## config.mk

```make
export PLATFORM = sky130hd
export DESIGN_NAME = arith_unit_seq
export DESIGN_NICKNAME = d
export VERILOG_FILES = /design/src/rtl/arith_unit_seq.sv
export SDC_FILE = /design/constraint.sdc
export NUM_CORES = 1
export LEC_CHECK = 0
export CAP_MARGIN = 20
export CORE_AREA = 2 2 153 155
export DETAILED_ROUTE_END_ITERATION = 10
export DIE_AREA = 0 0 155 157
export GPL_TIMING_DRIVEN = 0
export PLACE_DENSITY = 0.72
export SYNTH_ARGS = -nofsm -noshare
export SYNTH_HDL_FRONTEND = slang
export SYNTH_SLANG_ARGS = --single-unit
```

## constraint.sdc

```tcl
create_clock -name clk -period 11.2 [get_ports clk]
set_input_delay 2.24 -clock clk [delete_from_list [all_inputs] [get_ports clk]]
set_output_delay 2.24 -clock clk [all_outputs]
set_load 0.05 [all_outputs]
```

## src/rtl/arith_unit_seq.sv

```systemverilog
// arith_unit_seq: handshaked arithmetic unit.
//   ADD / SUB / SLT finish in one cycle. MUL is a shift-add multiplier that runs
//   for WIDTH cycles and returns the low WIDTH bits of the product. Illegal
//   opcodes return out=0 with illegal=1.
//   Results and flags are registered and held behind a valid/ready handshake.
//
// Optional feature (macro ARITH_SAT_EN): when defined, ADD/SUB saturate on
//   signed overflow instead of wrapping. overflow is still reported.
//
// Handshake: a result transfers on a cycle where out_valid & out_ready are both
//   high. out and the flags stay stable while out_valid=1 and out_ready=0.
//   start is accepted when busy=0, or in a DONE cycle that also completes the
//   output handshake (back-to-back issue).
//
// Ports:
//   clk, reset          rising-edge clock, synchronous active-high reset
//   start, opcode, A, B request (opcode 010 ADD, 110 SUB, 111 SLT, 011 MUL)
//   busy                state != IDLE
//   out_valid/out_ready output handshake
//   out, zero, overflow, illegal   registered result and flags
//   state_dbg           current FSM state (0 IDLE, 1 MUL, 2 DONE)
module arith_unit_seq #(
  parameter int WIDTH = 32,
  parameter int CNT_W = $clog2(WIDTH) + 1
) (
  input  logic             clk,
  input  logic             reset,
  input  logic             start,
  input  logic [2:0]       opcode,
  input  logic [WIDTH-1:0] A,
  input  logic [WIDTH-1:0] B,
  output logic             busy,
  output logic             out_valid,
  input  logic             out_ready,
  output logic [WIDTH-1:0] out,
  output logic             zero,
  output logic             overflow,
  output logic             illegal,
  output logic [1:0]       state_dbg
);

  typedef enum logic [1:0] {
    S_IDLE = 2'd0,
    S_MUL  = 2'd1,
    S_DONE = 2'd2
  } state_t;

  localparam logic [2:0] OP_ADD = 3'b010;
  localparam logic [2:0] OP_SUB = 3'b110;
  localparam logic [2:0] OP_SLT = 3'b111;
  localparam logic [2:0] OP_MUL = 3'b011;

  state_t state, next_state;

  logic [WIDTH-1:0] mcand, mplier, acc, acc_next;
  logic [CNT_W-1:0] cnt;

  logic             accept, is_mul_op, mul_last;
  logic             op_sub, add_ovf;
  logic [WIDTH-1:0] b_eff, sum;
  logic [WIDTH-1:0] alu_out;
  logic             alu_ovf, alu_ill;

  assign is_mul_op = (opcode == OP_MUL);
  // A request is taken from IDLE, or from DONE in the same cycle the held
  // result is handed off.
  assign accept    = start & ((state == S_IDLE) | ((state == S_DONE) & out_ready));
  assign mul_last  = (state == S_MUL) && (cnt == CNT_W'(WIDTH - 1));

  // ---------------- state register ----------------
  always_ff @(posedge clk) begin
    if (reset) state <= S_IDLE;
    else       state <= next_state;
  end

  // ---------------- next-state logic ----------------
  always_comb begin
    next_state = state;
    case (state)
      S_IDLE: if (accept) next_state = is_mul_op ? S_MUL : S_DONE;
      S_MUL:  if (mul_last) next_state = S_DONE;
      S_DONE: begin
        if (out_ready) begin
          if (start) next_state = is_mul_op ? S_MUL : S_DONE;
          else       next_state = S_IDLE;
        end
      end
      default: next_state = S_IDLE;
    endcase
  end

  // ---------------- output logic ----------------
  always_comb begin
    busy      = (state != S_IDLE);
    out_valid = (state == S_DONE);
    state_dbg = state;
  end

  // ---------------- single-cycle ALU ----------------
  // SUB and SLT share the adder as A + ~B + 1; overflow is judged on the
  // operands as the adder sees them, which makes SLT exact at the extremes.
  always_comb begin
    op_sub  = (opcode == OP_SUB) | (opcode == OP_SLT);
    b_eff   = op_sub ? ~B : B;
    sum     = A + b_eff + WIDTH'(op_sub);
    add_ovf = (A[WIDTH-1] == b_eff[WIDTH-1]) & (sum[WIDTH-1] != A[WIDTH-1]);
    alu_out = '0;
    alu_ovf = 1'b0;
    alu_ill = 1'b0;
    case (opcode)
      OP_ADD, OP_SUB: begin
        alu_ovf = add_ovf;
`ifdef ARITH_SAT_EN
        // On overflow the true result has the sign of A.
        if (add_ovf) alu_out = A[WIDTH-1] ? {1'b1, {(WIDTH-1){1'b0}}}
                                          : {1'b0, {(WIDTH-1){1'b1}}};
        else         alu_out = sum;
`else
        alu_out = sum;
`endif
      end
      OP_SLT:  alu_out = WIDTH'(sum[WIDTH-1] ^ add_ovf);
      OP_MUL:  alu_out = '0;
      default: alu_ill = 1'b1;
    endcase
  end

  // ---------------- multiplier step ----------------
  assign acc_next = acc + (mplier[0] ? mcand : '0);

  // ---------------- datapath / result registers ----------------
  always_ff @(posedge clk) begin
    if (reset) begin
      mcand    <= '0;
      mplier   <= '0;
      acc      <= '0;
      cnt      <= '0;
      out      <= '0;
      zero     <= 1'b0;
      overflow <= 1'b0;
      illegal  <= 1'b0;
    end else if (accept) begin
      if (is_mul_op) begin
        mcand  <= A;
        mplier <= B;
        acc    <= '0;
        cnt    <= '0;
      end else begin
        out      <= alu_out;
        zero     <= (alu_out == '0);
        overflow <= alu_ovf;
        illegal  <= alu_ill;
      end
    end else if (state == S_MUL) begin
      acc    <= acc_next;
      mcand  <= mcand << 1;
      mplier <= mplier >> 1;
      cnt    <= cnt + CNT_W'(1);
      if (mul_last) begin
        out      <= acc_next;
        zero     <= (acc_next == '0);
        overflow <= 1'b0;
        illegal  <= 1'b0;
      end
    end
  end

endmodule

```

== Yosys cells after proc, flatten, opt, wreduce, memory -nomap -nowiden ==
Index checks and enable logic that the tools add are counted.

* Output and inout bits: 39
* Register bits: 139
* Word-level logic and storage cells: 83
* Bits of input ports: 71

* Equal/unequal tests: 14
* Bitwise logic cells: 7
* Add/subtract/negate cells: 4
* Reductions and logical operators: 12
* Muxes and demuxes: 37

{| class="wikitable"
|+ Operators with widths
! cell !! number
|-
| two-way mux 32 bit || 15
|-
| adder 32 bit || 2
|-
| logical NOT 32 bit || 2
|-
| case mux 32 bit (2 select lines) || 1
|-
| adder 32 x 1 -> 32 bit || 1
|-
| NOT 32 bit || 1
|-
| two-way mux 6 bit || 3
|-
| two-way mux 1 bit || 12
|-
| two-way mux 2 bit || 5
|-
| adder 6 x 1 -> 6 bit, second input constant || 1
|-
| == test 3 x 2 -> 1 bit, second input constant || 2
|-
| == test 3 bit, second input constant || 2
|-
| == test 6 x 5 -> 1 bit, second input constant || 1
|-
| != test 2 bit, second input constant || 3
|-
| case mux 2 bit (3 select lines) || 1
|-
| AND reduction 3 bit || 2
|-
| nonzero test 2 bit || 3
|-
| != test 2 x 1 -> 1 bit, second input constant || 2
|-
| AND 1 bit || 3
|-
| OR reduction 3 bit || 1
|-
| == test 2 x 1 -> 1 bit, second input constant || 1
|-
| == test 2 bit, second input constant || 1
|-
| logical NOT 2 bit || 1
|-
| OR 1 bit || 2
|-
| 6 further kinds || 6
|}

== Logic depth before layout (Yosys ltp) ==
Gate-level depths: netlist of the first run.

* Word-level depth: 12
* Depth in mapped cells: 16
* Mapped depth without buffers: 15

== Worst setup path before layout of the first run ==
Ideal clock, no wire load.

* Kind: in2reg
* Start point: input opcode[2]
* End point: register zero
* Library setup time: 0.069 ns
* Data required time: 11.131 ns
* Data arrival time: 5.414 ns
* Buffers on the path: 1
* Cell stages on the path: 16
* Setup slack: 5.717 ns
* Cells stage by stage: nand2_1 -> buf_1 -> xnor2_1 -> inv_1 -> fa_1 -> nand2b_1 -> a21o_1 -> a2111oi_0 -> a311o_1 -> a21oi_1 -> xnor2_1 -> o31ai_1 -> nand3_1 -> a2111oi_0 -> a31oi_1 -> o21ai_1

* Word-level cells in the longest chain between the ends: 12
* Elaborated cells between the ends (all ways): 19
* Classes of those cells: add/sub (2); eq/ne (7); mux (4); bitwise (3); reduce/logical (3)

{| class="wikitable"
|+ Ends and longest elaborated chain
! item !! line !! source
|-
| start: declaration || 29 || <nowiki>input logic [2:0] opcode,</nowiki>
|-
| == test 3 bit || 103, 110 ||
|-
| OR 1 bit || 103 || <nowiki>op_sub = (opcode == OP_SUB) | (opcode == OP_SLT);</nowiki>
|-
| two-way mux 32 bit || 104 || <nowiki>b_eff = op_sub ? ~B : B;</nowiki>
|-
| adder 32 bit || 105 || <nowiki>sum = A + b_eff + WIDTH'(op_sub);</nowiki>
|-
| adder 32 x 1 -> 32 bit || 105 ||
|-
| != test 1 bit || 106 || <nowiki>add_ovf = (A[WIDTH-1] == b_eff[WIDTH-1]) & (sum[WIDTH-1] != A[WIDTH-1]);</nowiki>
|-
| AND 1 bit || 106 ||
|-
| XOR 1 bit || 122 || <nowiki>OP_SLT: alu_out = WIDTH'(sum[WIDTH-1] ^ add_ovf);</nowiki>
|-
| case mux 32 bit (2 select lines) || 110 || <nowiki>case (opcode)</nowiki>
|-
| logical NOT 32 bit || 150 || <nowiki>zero <= (alu_out == '0);</nowiki>
|-
| two-way mux 1 bit || 143 || <nowiki>if (is_mul_op) begin</nowiki>
|-
| two-way mux 1 bit || 142 || <nowiki>end else if (accept) begin</nowiki>
|-
| end signal: assignment || 150 ||
|-
| end signal: assignment || 161 || <nowiki>zero <= (acc_next == '0);</nowiki>
|-
| end: declaration || 36 || <nowiki>output logic zero,</nowiki>
|}

Parallel ways exist; a longest one is shown, timed or not. The select of a mux whose other input is x is not followed.
A chain may end at the register's enable or synchronous reset.

== Worst setup path after layout of the first run ==
* Start point: input opcode[1]
* End point: register zero

Same word-level chain as after synthesis.

==> results of run 1 <==
## power breakdown
part / switching (mW) / internal [mW] / total [mW]
registers: 0.0181 / 0.520 / 0.538
clock network: 0.246 / 0.357 / 0.603
logic: 0.295 / 0.159 / 0.454
total: 0.559 / 1.04 / 1.60
## per-stage QoR
step / power [mW] / hold slack (ns) / worst slack [ns] / util, %
2_1_floorplan: 0.832 / 0.448 / 5.72 / -
3_3_place_gp: 0.983 / 0.457 / 4.15 / 49.9
3_5_place_dp: 0.988 / 0.465 / 4.14 / 49.9
4_1_cts: 1.58 / 0.472 / 4.56 / 52.6
5_1_grt: 1.65 / 0.490 / 4.03 / 52.6
6_report: 1.60 / 0.474 / 4.34 / 52.6
## final timing paths
path                   from       to  slack (ns)  cells after the start
setup reg to reg  mplier[0]     zero        7.21                     14
hold reg to reg     out[31]  out[31]        0.47                      2
hold / removal      out[31]  out[31]        0.47                      2
setup / recovery  opcode[1]     zero        4.34                     17
## flip-flops by register name, summed over array words and instances, names as in the netlist
signal     cells
acc           32
mcand         32
mplier        32
out           32
cnt            6
state_dbg      2
illegal        1
overflow       1
zero           1
## cell usage after synthesis, drive strengths merged (6+ instances only)
| cell | n | area, µm² |
|---|---|---|
| ha | 63 | 788 |
| o21bai | 7 | 52.6 |
| o21a | 14 | 105 |
| o31ai | 6 | 45.0 |
| clkbuf | 73 | 274 |
| a31oi | 7 | 43.8 |
| a311oi | 67 | 587 |
| o21ai | 37 | 189 |
| nor2b | 9 | 56.3 |
| xor2 | 27 | 236 |
| and2 | 40 | 250 |
| nor3 | 48 | 245 |
| buf | 12 | 46.3 |
| a211oi | 20 | 155 |
| a221oi | 13 | 126 |
| xnor2 | 61 | 534 |
| a21o | 25 | 188 |
| dfxtp | 139 | 2780 |
| nand3 | 49 | 245 |
| nand4 | 13 | 81.3 |
| nand2 | 213 | 800 |
| nor2 | 149 | 559 |
| inv | 11 | 41.3 |
| a21oi | 98 | 509 |
| and3 | 11 | 68.8 |
| and4 | 6 | 52.6 |
| a22oi | 10 | 75.1 |
| nand2b | 6 | 37.5 |
## cell usage in the layout (no fill, tap or decap), types with 13 or more instances in the layout
master           count
nand2_1            213
a21o_1              25
nand4_1             13
a21oi_1             95
nand3_1             49
clkdlybuf4s50_1    109
a211oi_1            19
ha_1                63
nor3_1              47
xor2_1              27
dfxtp_1            139
a311oi_1            67
clkbuf_1            74
nor2_1             149
o21ai_0             33
clkbuf_16           17
xnor2_1             61
o21a_1              14
and2_1              40
## critical path: cells and delay by family
kind | cells | cell delay, ns
AO/OA/AOI/OAI | 8 | 2.12
XOR/XNOR | 2 | 0.68
adder cells (fa/ha/maj) | 1 | 0.43
buffers and inverters | 3 | 1.17
AND/OR/NAND/NOR | 3 | 0.57
## layer usage
metal  GRT usage (%)  vias up  routed length (µm)
li1                -     4978                   -
met1            37.0     4917               15200
met2            46.4      532               15800
met3            5.26       82                3120
met4            9.66        0                 967
met5               0        -                   0
## cells by family (layout without fill, tap and decap cells)
| group | after synthesis | in the layout | synth area share, % |
|---|---|---|---|
| simple gates | 567 | 567 | 26.2 |
| compound gates | 346 | 346 | 25.0 |
| flops | 139 | 139 | 28.4 |
| buf+inv | 96 | 237 | 3.70 |
| xor+xnor | 88 | 88 | 7.88 |
| fa+ha+maj | 66 | 66 | 8.57 |
| mux | 2 | 2 | 0.205 |
## layout make-up
class                   instances  share of cell area (%)
flip-flops and latches        139                    23.5
inverters                      11                   0.349
plain buffers                  85                    2.70
clock buffers                  19                    3.74
multi-input cells            1069                    56.1
repair buffers                109                    9.21
well taps                     285                    3.01
clock inverters                13                    1.42
==> impl_metrics.toml, run 1 <==
[grt]
grt_overflow_total = 0
grt_usage_pct = 28.1
grt_pass1_wl_um = 52700
antenna_found_initial = 0
grt_max_degree = 17
grt_pass1_vias = 9492

[clocking]
clkTransAtPathRegs_ns = 0.06
clk_latency_ns = 0.44
numCtsBuffers = 17
cts_resized = 0
cts_buffer_depth = 2
clock-sinks = 139
cts.root.buffer_cell = "clkbuf_16"
cts_max_level = 4
cts_setup_buffers = 0
postCtsHoldBufs = 0
cts_tree = "yes"

[yosys]
synth_cells = 1304
syn_area_um2 = 9790
synth-seq-area-share_pct = 28.4
synth_ff_type = "dfxtp_1"
ys_warn_count = 0
ys_ff_latch = 139
synthArstFlopShare_pct = 0
synth-edff-count = 0
avgSynthCellArea_um2 = 7.50
synth_nets = 1440
synth.distinct_cells = 73

[worst_setup_path]
max_stage_delay_ns = 0.68
cp_max_fo = 10
critPathCaptureType = "register"
arrival_ns = 7.23
cp_cell_sequence = "clkdlybuf4s50_1 -> nand2_1 -> buf_1 -> xnor2_1 -> inv_1 -> fa_1 -> nand2b_1 -> a21o_1 -> a2111oi_0 -> a311o_1 -> a21oi_1 -> xnor2_1 -> o31ai_1 -> nand3_1 -> a2111oi_0 -> a31oi_1 -> o21ai_1"
crit_path_start_kind = "primary input"
crit_type = "primary input to register"
crit_required_ns = 11.57
slowest_stage = "clkdlybuf4s50_1"

[drt]
viasPerCell = 6.07
routedWlPerCell_um = 20.2
wl_um = 35000
detail_route.iter0.violations = 927
dr.pass1.iters = 6
vias = 10500
drc = 0
ant_nets = 0

[sta]
tightest_slew_ns = 0.867
period_share_pct = 61.3
fin_skew_ns = 0.0109
period_needed_ns = 6.86
rsz0062_at_grt = "false"
hold_viol_final = 0
drv_slew = 0
relSlewSlack_pct = 41.8
fin_tns_setup_ns = 0
final-setup-viol-count = 0
clock.fmax_ghz = 0.146

[power]
p_per_area_nw_per_um2 = 135
ir_drop_uv = 97.5
p_leak_nw = 4.47

[cells_and_area]
final_nets = 1568
drive_gt1_share_pct = 3.53
layout.cells.non_filler = 1730
n_fill_cell = 2207
antenna_cells = 0
seq_area_um2 = 2780
area.growth.synth_to_final_pct = 21.0
multi_input_area_um2 = 6640
fin_area_um2 = 11800

[die]
initial_utilization_pct = 43.5
fp.dieW_um = 155
rows = 55
coreArea_um2 = 22500
die_h_um = 157
io_pins = 110
dieArea_um2 = 24300

[placed_design]
portBuffers = 109
place.gp.congestion = 0.973
dp.final_hpwl_um = 27200
place_area_um2 = 11200
dp_cells = 1698

[min_path]
hold_path_class = "register to register"

[flow_run]
maxCapViolCount = 0

[run_status]
status = "complete, no violations"
Power figures use the tool's default switching activity.
==> inputs of run 2 (changes only) <==
Settings changed: PLACE_DENSITY 0.72 to 0.74.
Clock period 11.2 ns to 6.2 ns, I/O delays scaled along.
==> run 2 against run 1 <==
  * Register-to-register slack got worse by 5.0 ns
  * Sequential cell count did not move
  * Die area did not move
  * Cell area barely moved
  * Core utilization barely moved
  * Clock power rose by 82%
  * Wire length fell by 0.98%
  * Count of clock-buffer cells in the layout did not move
  * Sequential share of layout area barely moved
  * Sequential power rose by 81%
  * Critical path type unchanged
  * Critical endpoint unchanged
  * Highest routed layer unchanged
==> impl_metrics.toml, run 2 (same netlist as run 1, synthesis figures left out) <==
[sta]
relSlewSlack_pct = 39.4
clock.fmax_ghz = 0.173
period_share_pct = 93.5
fin_tns_setup_ns = 0
fin_skew_ns = 0.00869
worst_slack_ns = 0.406
tightest_slew_ns = 0.909
final-setup-viol-count = 0
hold_viol_final = 0
drv_slew = 0
rsz0062_at_grt = "false"
period_needed_ns = 5.79

[cells_and_area]
seq_area_um2 = 2780
final_cell_mix = "213 x nand2_1, 149 x nor2_1, 139 x dfxtp_1, 109 x clkdlybuf4s50_1, 95 x a21oi_1"
antenna_cells = 0
multi_input_area_um2 = 6640
mostFrequentLayoutCell = "nand2_1"
fin_area_um2 = 11900
area.growth.synth_to_final_pct = 21.1
drive_gt1_share_pct = 3.60
fin_util_pct = 52.7
n_fill_cell = 2187
final_nets = 1568

[drt]
routedWlPerCell_um = 20.0
drc = 0
viasPerCell = 6.10
dr.pass1.iters = 6
vias = 10600
ant_nets = 0
detail_route.iter0.violations = 1047
wl_um = 34700

[clocking]
cts.root.buffer_cell = "clkbuf_16"
cts_max_level = 4
clkTransAtPathRegs_ns = 0.07
postCtsHoldBufs = 0
cts_setup_buffers = 0
clock-sinks = 139
cts_buffer_depth = 2
clk_latency_ns = 0.44
cts_resized = 0
numCtsBuffers = 17
cts_tree = "yes"

[worst_setup_path]
crit_path_start_kind = "primary input"
crit_required_ns = 6.58
crit_type = "primary input to register"
reg2reg_from = "mplier[0]"
cp_max_fo = 10
critPathCaptureType = "register"
arrival_ns = 6.17
cp-startpoint = "opcode[1]"

[run_status]
status = "complete, no violations"

[power]
p_per_area_nw_per_um2 = 244
p_leak_nw = 4.49
ir_drop_uv = 198
total_power_mw = 2.89

[flow_run]
maxCapViolCount = 0

[die]
fp.dieW_um = 155
rows = 55
io_pins = 110
die_h_um = 157
initial_utilization_pct = 43.5
dieArea_um2 = 24300
coreArea_um2 = 22500

[placed_design]
place_area_um2 = 11200
place.gp.congestion = 0.985
dp.final_hpwl_um = 26900
place_ws_ns = 0.0415
portBuffers = 109

[grt]
grt_max_degree = 17
grt_usage_pct = 28.1
grt_pass1_wl_um = 53100
grt_overflow_total = 0
grt_pass1_vias = 9793
antenna_found_initial = 0

[min_path]
min_from = "acc[15]"
hold_path_class = "register to register"
## run 2: final cells by class
type                    instances  share of cell area [%]
multi-input cells            1069                    56.0
flip-flops and latches        139                    23.5
repair buffers                109                    9.21
clock buffers                  19                    3.82
well taps                     285                    3.01
plain buffers                  85                    2.70
clock inverters                13                    1.38
inverters                      11                   0.348
## run 2: per-stage QoR
stage	instances	hold WS, ns
floorplan	1304	0.448
global placement	1698	0.458
detailed placement	1698	0.465
CTS	1730	0.474
global route	1730	0.494
finish	1730	0.474
## run 2: path summary, 6_finish.rpt
check	endpoint	slack (ns)	depth (start not counted)
worst min-delay path	acc[15]	0.47	2
worst max register to register	zero	2.17	14
worst min register to register	acc[15]	0.47	2
worst max-delay path	zero	0.41	17
## run 2: worst max-delay path, cell delays in order
cell and delay [ns]:
clkdlybuf4s50_1 0.56, nand2_1 0.24, buf_1 0.58, xnor2_1 0.26, inv_1 0.10, fa_1 0.42, nand2b_1 0.19, a21o_1 0.22
a2111oi_0 0.59, a311o_1 0.33, a21oi_1 0.10, xnor2_1 0.26, o31ai_1 0.36, nand3_1 0.10, a2111oi_0 0.33, a31oi_1 0.17
o21ai_1 0.10
## run 2: power by group
part / switching [mW] / total (mW) / internal, mW
sequential: 0.0328 / 0.972 / 0.940
clock: 0.447 / 1.10 / 0.658
combinational: 0.531 / 0.818 / 0.287
total: 1.01 / 2.89 / 1.88
## run 2: per-layer routing
metal / GRT usage [%] / share of wire, % / vias up
met5: 0 / 0 / -
met1: 36.6 / 42 / 4894
li1: - / - / 4973
met4: 11.9 / 4.3 / 0
met3: 5.40 / 8.9 / 117
met2: 45.5 / 44 / 570
